[config.mk]
export PLATFORM = sky130hd
export DESIGN_NAME = genius_seq_ctrl_flat
export DESIGN_NICKNAME = d
export VERILOG_FILES = /design/src/rtl/genius_pkg.sv /design/src/rtl/genius_seq_ctrl_if.sv /design/src/rtl/genius_timer.sv /design/src/rtl/genius_seq_ctrl.sv /design/src/flat_wrapper.sv
export SDC_FILE = /design/constraint.sdc
export NUM_CORES = 1
export LEC_CHECK = 0
export ABC_CLOCK_PERIOD_IN_PS = 5150
export CELL_PAD_IN_SITES_DETAIL_PLACEMENT = 0
export CELL_PAD_IN_SITES_GLOBAL_PLACEMENT = 2
export CORE_AREA = 2 2 123 184
export DETAILED_ROUTE_END_ITERATION = 10
export DIE_AREA = 0 0 125 186
export PLACE_DENSITY = 0.95
export SLEW_MARGIN = 15
export SYNTH_ARGS = -nofsm -noshare
export SYNTH_HDL_FRONTEND = slang
export SYNTH_SLANG_ARGS = --single-unit
[constraint.sdc]
create_clock -name clk -period 5.15 [get_ports clk]
set_input_delay 1.03 -clock clk [delete_from_list [all_inputs] [get_ports clk]]
set_output_delay 1.03 -clock clk [all_outputs]
set_load 0.03 [all_outputs]
[src/rtl/genius_pkg.sv]
// genius_pkg: shared types, sizes and nibble helper for the GENIUS sequencer
package genius_pkg;
  localparam int SEQ_NIBBLES = 16;
  localparam int NIB_W = 4;
  localparam int SEQ_W = SEQ_NIBBLES * NIB_W;
  localparam int RND_W = $clog2(SEQ_NIBBLES + 1);
  typedef enum logic [3:0] {IDLE, CLEAR, APPEND, SETTLE, SHOW, GAP, INPUT, WIN, FAIL} state_t;
  typedef struct packed {
    logic reg_e;
    logic [SEQ_W-1:0] reg_data;
    logic show_valid;
    logic [NIB_W-1:0] show_nib;
    logic [RND_W-1:0] round;
    logic busy;
    logic win;
    logic fail;
  } out_t;
  function automatic logic [NIB_W-1:0] nib(input logic [SEQ_W-1:0] q, input logic [NIB_W-1:0] i);
    logic [SEQ_W-1:0] t;
    t = q << (NIB_W * i);
    return t[SEQ_W-1 -: NIB_W];
  endfunction
endpackage

[src/rtl/genius_seq_ctrl_if.sv]
// genius_seq_ctrl_if: game inputs, sequence register port and display/status outputs
interface genius_seq_ctrl_if;
  import genius_pkg::*;
  logic start;
  logic [NIB_W-1:0] rnd;
  logic btn_valid;
  logic [NIB_W-1:0] btn;
  logic [SEQ_W-1:0] reg_q;
  logic reg_E;
  logic [SEQ_W-1:0] reg_data;
  logic show_valid;
  logic [NIB_W-1:0] show_nib;
  logic [RND_W-1:0] round;
  logic busy;
  logic win;
  logic fail;
  modport master (
    input start, rnd, btn_valid, btn, reg_q,
    output reg_E, reg_data, show_valid, show_nib, round, busy, win, fail
  );
  modport slave (
    output start, rnd, btn_valid, btn, reg_q,
    input reg_E, reg_data, show_valid, show_nib, round, busy, win, fail
  );
endinterface

[src/rtl/genius_timer.sv]
// genius_timer: loadable down-counter; expire pulses once when a loaded count reaches zero
module genius_timer #(
  parameter int W = 8
) (
  input  logic         clk,
  input  logic         R,
  input  logic         load,
  input  logic [W-1:0] val,
  output logic         expire
);
  logic [W-1:0] cnt;
  logic run;
  always_ff @(posedge clk or negedge R)
    if (!R) begin
      cnt <= '0;
      run <= 1'b0;
    end else if (load) begin
      cnt <= val;
      run <= 1'b1;
    end else if (run) begin
      cnt <= cnt - (cnt != '0 ? 1'b1 : 1'b0);
      run <= cnt != '0;
    end
  assign expire = run && cnt == '0;
endmodule

[src/rtl/genius_seq_ctrl.sv]
// genius_seq_ctrl: per-round append, playback and player check for the GENIUS sequence register
module genius_seq_ctrl
  import genius_pkg::*;
#(
  parameter int SHOW_CYC = 25_000_000,
  parameter int GAP_CYC = 12_500_000,
  parameter int TIMEOUT_CYC = 250_000_000
) (
  input logic clk,
  input logic R,
  genius_seq_ctrl_if.master bus
);
  localparam int MAX_CYC = TIMEOUT_CYC > SHOW_CYC ? (TIMEOUT_CYC > GAP_CYC ? TIMEOUT_CYC : GAP_CYC)
                                                  : (SHOW_CYC > GAP_CYC ? SHOW_CYC : GAP_CYC);
  localparam int TW = $clog2(MAX_CYC) > 0 ? $clog2(MAX_CYC) : 1;
  state_t state, nstate;
  logic [NIB_W-1:0] idx, idx_d;
  logic [5:0] sh;
  logic [TW-1:0] load_val;
  logic expire, load, hit, more;
  out_t o, o_d;
  assign hit = bus.btn == nib(bus.reg_q, idx);
  assign more = {1'b0, idx} + 5'd1 < bus.round;
  genius_timer #(.W(TW)) u_timer (
    .clk(clk),
    .R(R),
    .load(load),
    .val(load_val),
    .expire(expire)
  );
  always_ff @(posedge clk or negedge R)
    if (!R) begin
      state <= IDLE;
      idx <= '0;
      o <= '0;
    end else begin
      state <= nstate;
      idx <= idx_d;
      o <= o_d;
    end
  always_comb begin
    nstate = state;
    idx_d = idx;
    case (state)
      IDLE, WIN, FAIL: nstate = bus.start ? CLEAR : state;
      CLEAR: nstate = APPEND;
      APPEND: nstate = SETTLE;
      SETTLE: begin
        nstate = SHOW;
        idx_d = '0;
      end
      SHOW: nstate = expire ? GAP : SHOW;
      GAP: if (expire) begin
        nstate = more ? SHOW : INPUT;
        idx_d = more ? idx + 1'b1 : '0;
      end
      INPUT: if (bus.btn_valid) begin
        nstate = !hit ? FAIL : more ? INPUT : bus.round == RND_W'(SEQ_NIBBLES) ? WIN : APPEND;
        idx_d = hit && more ? idx + 1'b1 : '0;
      end else if (expire) nstate = FAIL;
      default: nstate = IDLE;
    endcase
  end
  // Outputs are decoded from the next state so they line up with the state they describe
  always_comb begin
    load = nstate != state || (state == INPUT && bus.btn_valid);
    load_val = nstate == SHOW ? TW'(SHOW_CYC - 1) : nstate == GAP ? TW'(GAP_CYC - 1)
             : nstate == INPUT ? TW'(TIMEOUT_CYC - 1) : '0;
    sh = 6'(SEQ_W - NIB_W - NIB_W * int'(bus.round));
    o_d = '0;
    o_d.reg_e = nstate == CLEAR || nstate == APPEND;
    // Coming from CLEAR the register write has not landed yet, but its contents are known to be zero
    o_d.reg_data = nstate == APPEND ? (state == CLEAR ? '0 : bus.reg_q) | (SEQ_W'(bus.rnd) << sh) : '0;
    o_d.show_valid = nstate == SHOW;
    o_d.show_nib = nstate == SHOW ? nib(bus.reg_q, idx_d) : '0;
    o_d.round = nstate == CLEAR ? '0 : nstate == APPEND ? bus.round + 1'b1 : bus.round;
    o_d.busy = !(nstate inside {IDLE, WIN, FAIL});
    o_d.win = nstate == WIN;
    o_d.fail = nstate == FAIL;
  end
  assign bus.reg_E = o.reg_e;
  assign bus.reg_data = o.reg_data;
  assign bus.show_valid = o.show_valid;
  assign bus.show_nib = o.show_nib;
  assign bus.round = o.round;
  assign bus.busy = o.busy;
  assign bus.win = o.win;
  assign bus.fail = o.fail;
endmodule

[src/flat_wrapper.sv]
// flat-port wrapper written by rule: the top's interface ports become plain ports
module genius_seq_ctrl_flat import genius_pkg::*;
#(
  parameter int SHOW_CYC = 25_000_000,
  parameter int GAP_CYC = 12_500_000,
  parameter int TIMEOUT_CYC = 250_000_000
)
  (clk, R, bus_start, bus_rnd, bus_btn_valid, bus_btn, bus_reg_q, bus_reg_E, bus_reg_data, bus_show_valid, bus_show_nib, bus_round, bus_busy, bus_win, bus_fail);
  genius_seq_ctrl_if bus_i ();
  input logic clk;
  input logic R;
  input wire logic [$bits(bus_i.start)-1:0] bus_start;
  input wire logic [$bits(bus_i.rnd)-1:0] bus_rnd;
  input wire logic [$bits(bus_i.btn_valid)-1:0] bus_btn_valid;
  input wire logic [$bits(bus_i.btn)-1:0] bus_btn;
  input wire logic [$bits(bus_i.reg_q)-1:0] bus_reg_q;
  output wire logic [$bits(bus_i.reg_E)-1:0] bus_reg_E;
  output wire logic [$bits(bus_i.reg_data)-1:0] bus_reg_data;
  output wire logic [$bits(bus_i.show_valid)-1:0] bus_show_valid;
  output wire logic [$bits(bus_i.show_nib)-1:0] bus_show_nib;
  output wire logic [$bits(bus_i.round)-1:0] bus_round;
  output wire logic [$bits(bus_i.busy)-1:0] bus_busy;
  output wire logic [$bits(bus_i.win)-1:0] bus_win;
  output wire logic [$bits(bus_i.fail)-1:0] bus_fail;
  assign bus_i.start = bus_start;
  assign bus_i.rnd = bus_rnd;
  assign bus_i.btn_valid = bus_btn_valid;
  assign bus_i.btn = bus_btn;
  assign bus_i.reg_q = bus_reg_q;
  assign bus_reg_E = bus_i.reg_E;
  assign bus_reg_data = bus_i.reg_data;
  assign bus_show_valid = bus_i.show_valid;
  assign bus_show_nib = bus_i.show_nib;
  assign bus_round = bus_i.round;
  assign bus_busy = bus_i.busy;
  assign bus_win = bus_i.win;
  assign bus_fail = bus_i.fail;
  genius_seq_ctrl #(.SHOW_CYC(SHOW_CYC), .GAP_CYC(GAP_CYC), .TIMEOUT_CYC(TIMEOUT_CYC)) u_core (.clk(clk), .R(R), .bus(bus_i));
endmodule
==> results of run 1 <==
path summary, 6_finish.rpt:
path	depth (start not counted)	from	slack, ps	end
min in group clk	1	u_core.bus.round[4]	570	u_core.bus.round[4]
hold reg to reg	1	u_core.bus.round[4]	570	u_core.bus.round[4]
setup / recovery	12	bus_reg_q[22]	690	u_core.u_timer.cnt[0]
hold / removal	1	R	530	u_core.idx[0]
max in group asynchronous	2	R	3600	u_core.bus.reg_data[26]
setup reg to reg	14	u_core.idx[0]	840	u_core.u_timer.cnt[0]
power by group:
part	internal [W]	total, W	switching [W]
Sequential	0.000905	0.000906	0.000000789
Combinational	0.0000892	0.000186	0.0000965
Clock	0.000745	0.00122	0.000474
Total	0.00174	0.00231	0.000571
Yosys cell counts (4+ instances only):
master     number  area share [%]
nor4_1          8            0.71
nor2b_1        10            0.89
nor3_1         26             1.9
dfrtp_1       115              41
a21boi_1       10             1.1
a22oi_1        67             7.2
xor2_1         11             1.4
or4_1           4            0.43
buf_2           9            0.64
o21a_1          6            0.64
or3_1          11            0.98
ha_1            9             1.6
nand4_1         9            0.80
mux2i_1        38             5.4
nand3_1        20             1.4
mux2_2          6            0.96
o22ai_1         8            0.71
inv_1          29             1.5
buf_1          13            0.69
nor2_1        101             5.4
mux4_2          6             1.9
or2_2           6            0.53
o221ai_1        6            0.75
nand2b_1        7            0.62
clkbuf_1       34             1.8
o31ai_1         4            0.43
and2_1         13             1.2
a2111oi_0       4            0.50
a21oi_1        42             3.0
nand2_1        66             3.5
a211o_1         4            0.50
xnor2_1        11             1.4
o21ai_0        24             1.7
o2111ai_1       4            0.50
logic make-up after synthesis:
group,Yosys count,share of synthesized area (%)
adder cells (fa/ha/maj),9,1.60
flip-flops,115,40.9
AO/OA/AOI/OAI,207,20.7
buffers and inverters,90,5.13
XOR/XNOR,22,2.74
AND/OR/NAND/NOR,296,20.2
multiplexers,52,8.62
routing by layer:
metal	part of all wire, %	global-route usage, %
met2	53	41.4
met1	36	23.6
met4	5.7	13.8
met3	5.5	4.66
met5	0	0
worst reg2reg max path, stage by stage, from the launching register on:
cell,delay [ps]
dfrtp_1,800
ha_1,330
xor2_1,160
ha_1,260
a21o_1,160
a31oi_1,160
o21a_1,440
nand2b_1,190
nand2_1,80
nor2_1,340
a2bb2oi_1,290
a2111oi_4,100
buf_12,180
or3_1,530
a21boi_1,180
final cells by class:
type | count | area share, %
multi-input cells | 586 | 40.2
well taps | 272 | 3.60
clock buffers | 19 | 4.80
clock inverters | 13 | 1.55
flip-flops and latches | 115 | 30.5
inverters | 31 | 1.23
repair buffers | 172 | 18.1
sequential cells by signal, summed over array words and instances, names as in the netlist:
name and flops:
u_core.bus.busy 1, u_core.bus.fail 1, u_core.bus.reg_E 1, u_core.bus.reg_data 64, u_core.bus.round 5, u_core.bus.show_nib 4, u_core.bus.show_valid 1, u_core.bus.win 1
u_core.idx 4, u_core.state 4, u_core.u_timer.cnt 28, u_core.u_timer.run 1
stage by stage:
stage / area [sq um] / setup slack [ps] / power, W / instances
2_1_floorplan: 7030 / 1210 / 0.000982 / 791
6_report: 9440 / 686 / 0.00231 / 1208
4_1_cts: 9440 / 722 / 0.00232 / 1208
3_5_place_dp: 8840 / 277 / 0.00111 / 1176
5_1_grt: 9440 / 401 / 0.00237 / 1208
3_3_place_gp: 8840 / 372 / 0.00111 / 1176
==> results.md, run 1 <==
* Outcome: finished clean
* Maxcap violations at 0
* Asr flop ratio synth at 100%
* H-tree depth at 4
* RSZ-0062 raised after global routing: no
* Slowest stage delay, CP at 520 ps
* Buffers plus inverters on the worst setup path at 2
* CP most frequent cell: a21boi_1
* Skew final at 14.7 ps
* Vias per cell at 5.65
* DR vias at 6825
* Fmax at 224 MHz
* Global-route usage over all layers at 22.6%
* Die area at 23300 sq um
* Syn Area/Cell at 8.88 sq um
* Cell Area, Synth at 7030 sq um
* Drt pass-1 iters at 5
* Slowest cell on crit path: or3_1
* Synth Instances at 791
* Hold WS at 535 ps
* Endpoints failing setup at 0
* Register area share after synthesis at 40.9%
* Routed Wire Length at 26400 um
* P_leak at 3.90 nW
* Commonest cells after routing, fill and taps aside: clkdlybuf4s50_1 (152), dfrtp_1 (115), nor2_1 (101)
* Worst-path clk slew at 60 ps
* Worst-margin pin slew at 1240 ps
* Resized cells post-CTS at 0
* CP arrival at 4770 ps
* Layout area overhead at 34.4%
* CTS tree: built
* Number of synthesized flops with an enable pin at 0
* 1st-iter DRT viols at 355
* Post-CTS setup buffer count at 0
* Worst rel slew slack at 16.7%
* Power per cell area at 245 nW/um^2
* Final Hold Viols at 0
* Worst-skew pair later-pin latency at 430 ps
* Clock Sinks at 115
* Most common cell after layout, fill and taps aside: clkdlybuf4s50_1
* Slew Viols, Final at 0
* Area occupied by multi-input gates at 3800 sq um
* Worst Path Required at 5450 ps
* ANT nets after route at 0
* Vias in the first global route at 7051
* Register area at 2880 sq um
* Core area at 21600 sq um
* Residual DRC at 0
* FILL cells at 2177
* Global-route wire length before repair at 40100 um
* Fin crit period at 4460 ps
* Clock Tree Root: clkbuf_16
* Grt ovf at 0
* Element type at the critical path start: input port
* Diode count at 0
* Buffers on Ports at 153
* Horiz. Die Dim at 125 um
* Min-Delay Path Class: input port to async pin
* Share of post-route cells with drive strength above 1 at 8.65%
* Yosys reg bits at 115
* Net count after synthesis at 876
* Routability cong. at 0.938
* Drt wl/cell at 21.8 um
* Crit-path cells: clkdlybuf4s50_1 > mux2_2 > mux4_2 > a222oi_1 > nand4_1 > nor4_4 > a21boi_1 > a21oi_1 > a2111oi_4 > buf_12 > or3_1 > a21boi_1
* Worst Path Class, Setup: input port to flip-flop
* Ys flop type: dfrtp_1
* Worst Setup End Kind: flip-flop
* Nets@finish at 1008
* Yosys cell types at 65
* Yosys warns at 0
* Fin crit share at 86.7%
* Detailed placer's ending HPWL at 19800 um
* Largest delay contributor family on the critical path: compound AO/OA/AOI/OAI gates
* # IOs at 154
* Setup TNS at 0 ps
* Starting density of the core at 32.5%
* Initial antenna violation count at 0
* CTS Buf Count at 17
* Die height at 186 um
* CTS Buffer Depth at 2
* Largest net degree at the start of global routing at 65
* Maximum vdd ir drop at 152 uV
* CP Max Fanout at 35
* Final Util at 43.6%
* Cts hold-fix bufs at 0
* Site row count at 66
(Power assumes the default switching activity.)
==> run 2, diff against run 1 <==
Settings changed: ABC_CLOCK_PERIOD_IN_PS 5150 to 5300.
Clock period 5.15 ns to 5.3 ns, I/O delays scaled along.
==> run 2 against run 1 <==
  * Via count barely moved
  * Clock skew barely moved
  * Highest routed layer unchanged
  * Largest power group unchanged
  * Critical path depth did not move
  * Wire length fell by 2.5%
  * Design area fell by 0.32%
  * Critical path type unchanged
==> results.md, run 2 (synthesis results as in run 1) <==
* DR vias at 6821
* Commonest cells after routing, fill and taps aside: clkdlybuf4s50_1 (152), dfrtp_1 (115), nor2_1 (101)
* Min-Delay Path Class: flip-flop to flip-flop
* CTS Buf Count at 17
* Non-filler instance count after layout at 1210
* H-tree depth at 4
* Site row count at 66
* Routability cong. at 0.936
* Global-route wire length before repair at 39300 um
* Post-CTS setup buffer count at 0
* Core area at 21600 sq um
* P_leak at 3.88 nW
* Horiz. Die Dim at 125 um
* RSZ-0062 raised after global routing: no
* Residual DRC at 0
* CP arrival at 4830 ps
* Element type at the critical path start: input port
* Clock Tree Root: clkbuf_16
* Diode count at 0
* Die height at 186 um
* Worst-path clk slew at 50 ps
* Outcome: finished clean
* Grt ovf at 0
* Fin crit period at 4530 ps
* Final Hold Viols at 0
* Slew Viols, Final at 0
* Endpoints failing setup at 0
* Worst Path Required at 5600 ps
* Power per cell area at 234 nW/um^2
* Setup TNS at 0 ps
* Most common cell after layout, fill and taps aside: clkdlybuf4s50_1
* Initial antenna violation count at 0
* Skew final at 15.2 ps
* Critical Path Start: bus_reg_q[14]
* Worst Setup End Kind: flip-flop
* Maximum vdd ir drop at 152 uV
* Post-Place Cells at 1179
* Worst-skew pair later-pin latency at 430 ps
* Final Util at 43.5%
* Maxcap violations at 0
* Cts hold-fix bufs at 0
* 1st-iter DRT viols at 460
* ANT nets after route at 0
* Hold Startpoint: u_core.bus.round[4]
* Starting density of the core at 32.5%
* Buffers on Ports at 153
* Fmax at 221 MHz
* # IOs at 154
* Drt pass-1 iters at 5
* Largest net degree at the start of global routing at 67
* Drt wl/cell at 21.3 um
* Max FFs per register at 64
* Worst rel slew slack at 17.2%
* Share of post-route cells with drive strength above 1 at 8.53%
* Worst Path Class, Setup: input port to flip-flop
* Detailed placer's ending HPWL at 19300 um
* Vias in the first global route at 6994
* Nets@finish at 1011
* Clock Sinks at 115
* CTS Buffer Depth at 2
* Global-route usage over all layers at 22.1%
* Fin crit share at 85.5%
* R2R Path Start: u_core.u_timer.cnt[18]
* Die area at 23300 sq um
* Layout area overhead at 33.9%
* Worst-margin pin slew at 1230 ps
* Routed Wire Length at 25700 um
* CP Max Fanout at 35
* Vias per cell at 5.64
* Resized cells post-CTS at 0
* CTS tree: built
run 2: power by group:
group	total (W)	internal [W]	switching, W
Clock	0.00114	0.000704	0.000440
Sequential	0.000881	0.000880	0.000000583
Combinational	0.000180	0.0000862	0.0000933
Total	0.00220	0.00167	0.000534
run 2: final timing paths:
kind,depth (start not counted),slack [ps],to
setup / recovery,12,770,u_core.u_timer.cnt[4]
hold / removal,1,570,u_core.bus.round[4]
setup reg to reg,14,1040,u_core.u_timer.cnt[22]
hold reg to reg,1,570,u_core.bus.round[4]
max in group asynchronous,2,3370,u_core.bus.fail
min in group asynchronous,1,750,u_core.bus.show_nib[2]
run 2: layer usage:
metal,global-route usage (%),part of all wire (%),up-vias,wire length (um)
li1,-,-,3143,-
met1,24.0,37,3337,9430
met2,40.2,53,266,13600
met3,4.11,5.3,75,1380
met4,12.8,5.3,0,1350
met5,0,0,-,0
run 2: worst max-delay path, stage by stage:
cell and delay [ps]:
clkdlybuf4s50_1 510, mux2_1 320, mux4_2 510, a222oi_1 330
nand4_1 220, nor4_4 360, a21boi_1 240, a21oi_1 310
a2111oi_4 90, buf_12 180, or3_1 500, a21boi_1 180
run 2: area by class of cell:
class | instances | area [sq um]
fillers | 2166 | 12200
repair buffers | 175 | 1710
well taps | 272 | 340
clock inverters | 11 | 130
multi-input cells | 586 | 3790
clock buffers | 20 | 447
flip-flops and latches | 115 | 2880
inverters | 31 | 116
run 2: through the flow:
stage | power [W] | cell area (sq um) | hold slack (ps) | setup slack, ps
2_1_floorplan | 0.000955 | 7030 | 547 | 1330
3_3_place_gp | 0.00108 | 8840 | 556 | 443
3_5_place_dp | 0.00108 | 8840 | 560 | 377
4_1_cts | 0.00222 | 9410 | 565 | 814
5_1_grt | 0.00228 | 9410 | 580 | 577
6_report | 0.00220 | 9410 | 565 | 771
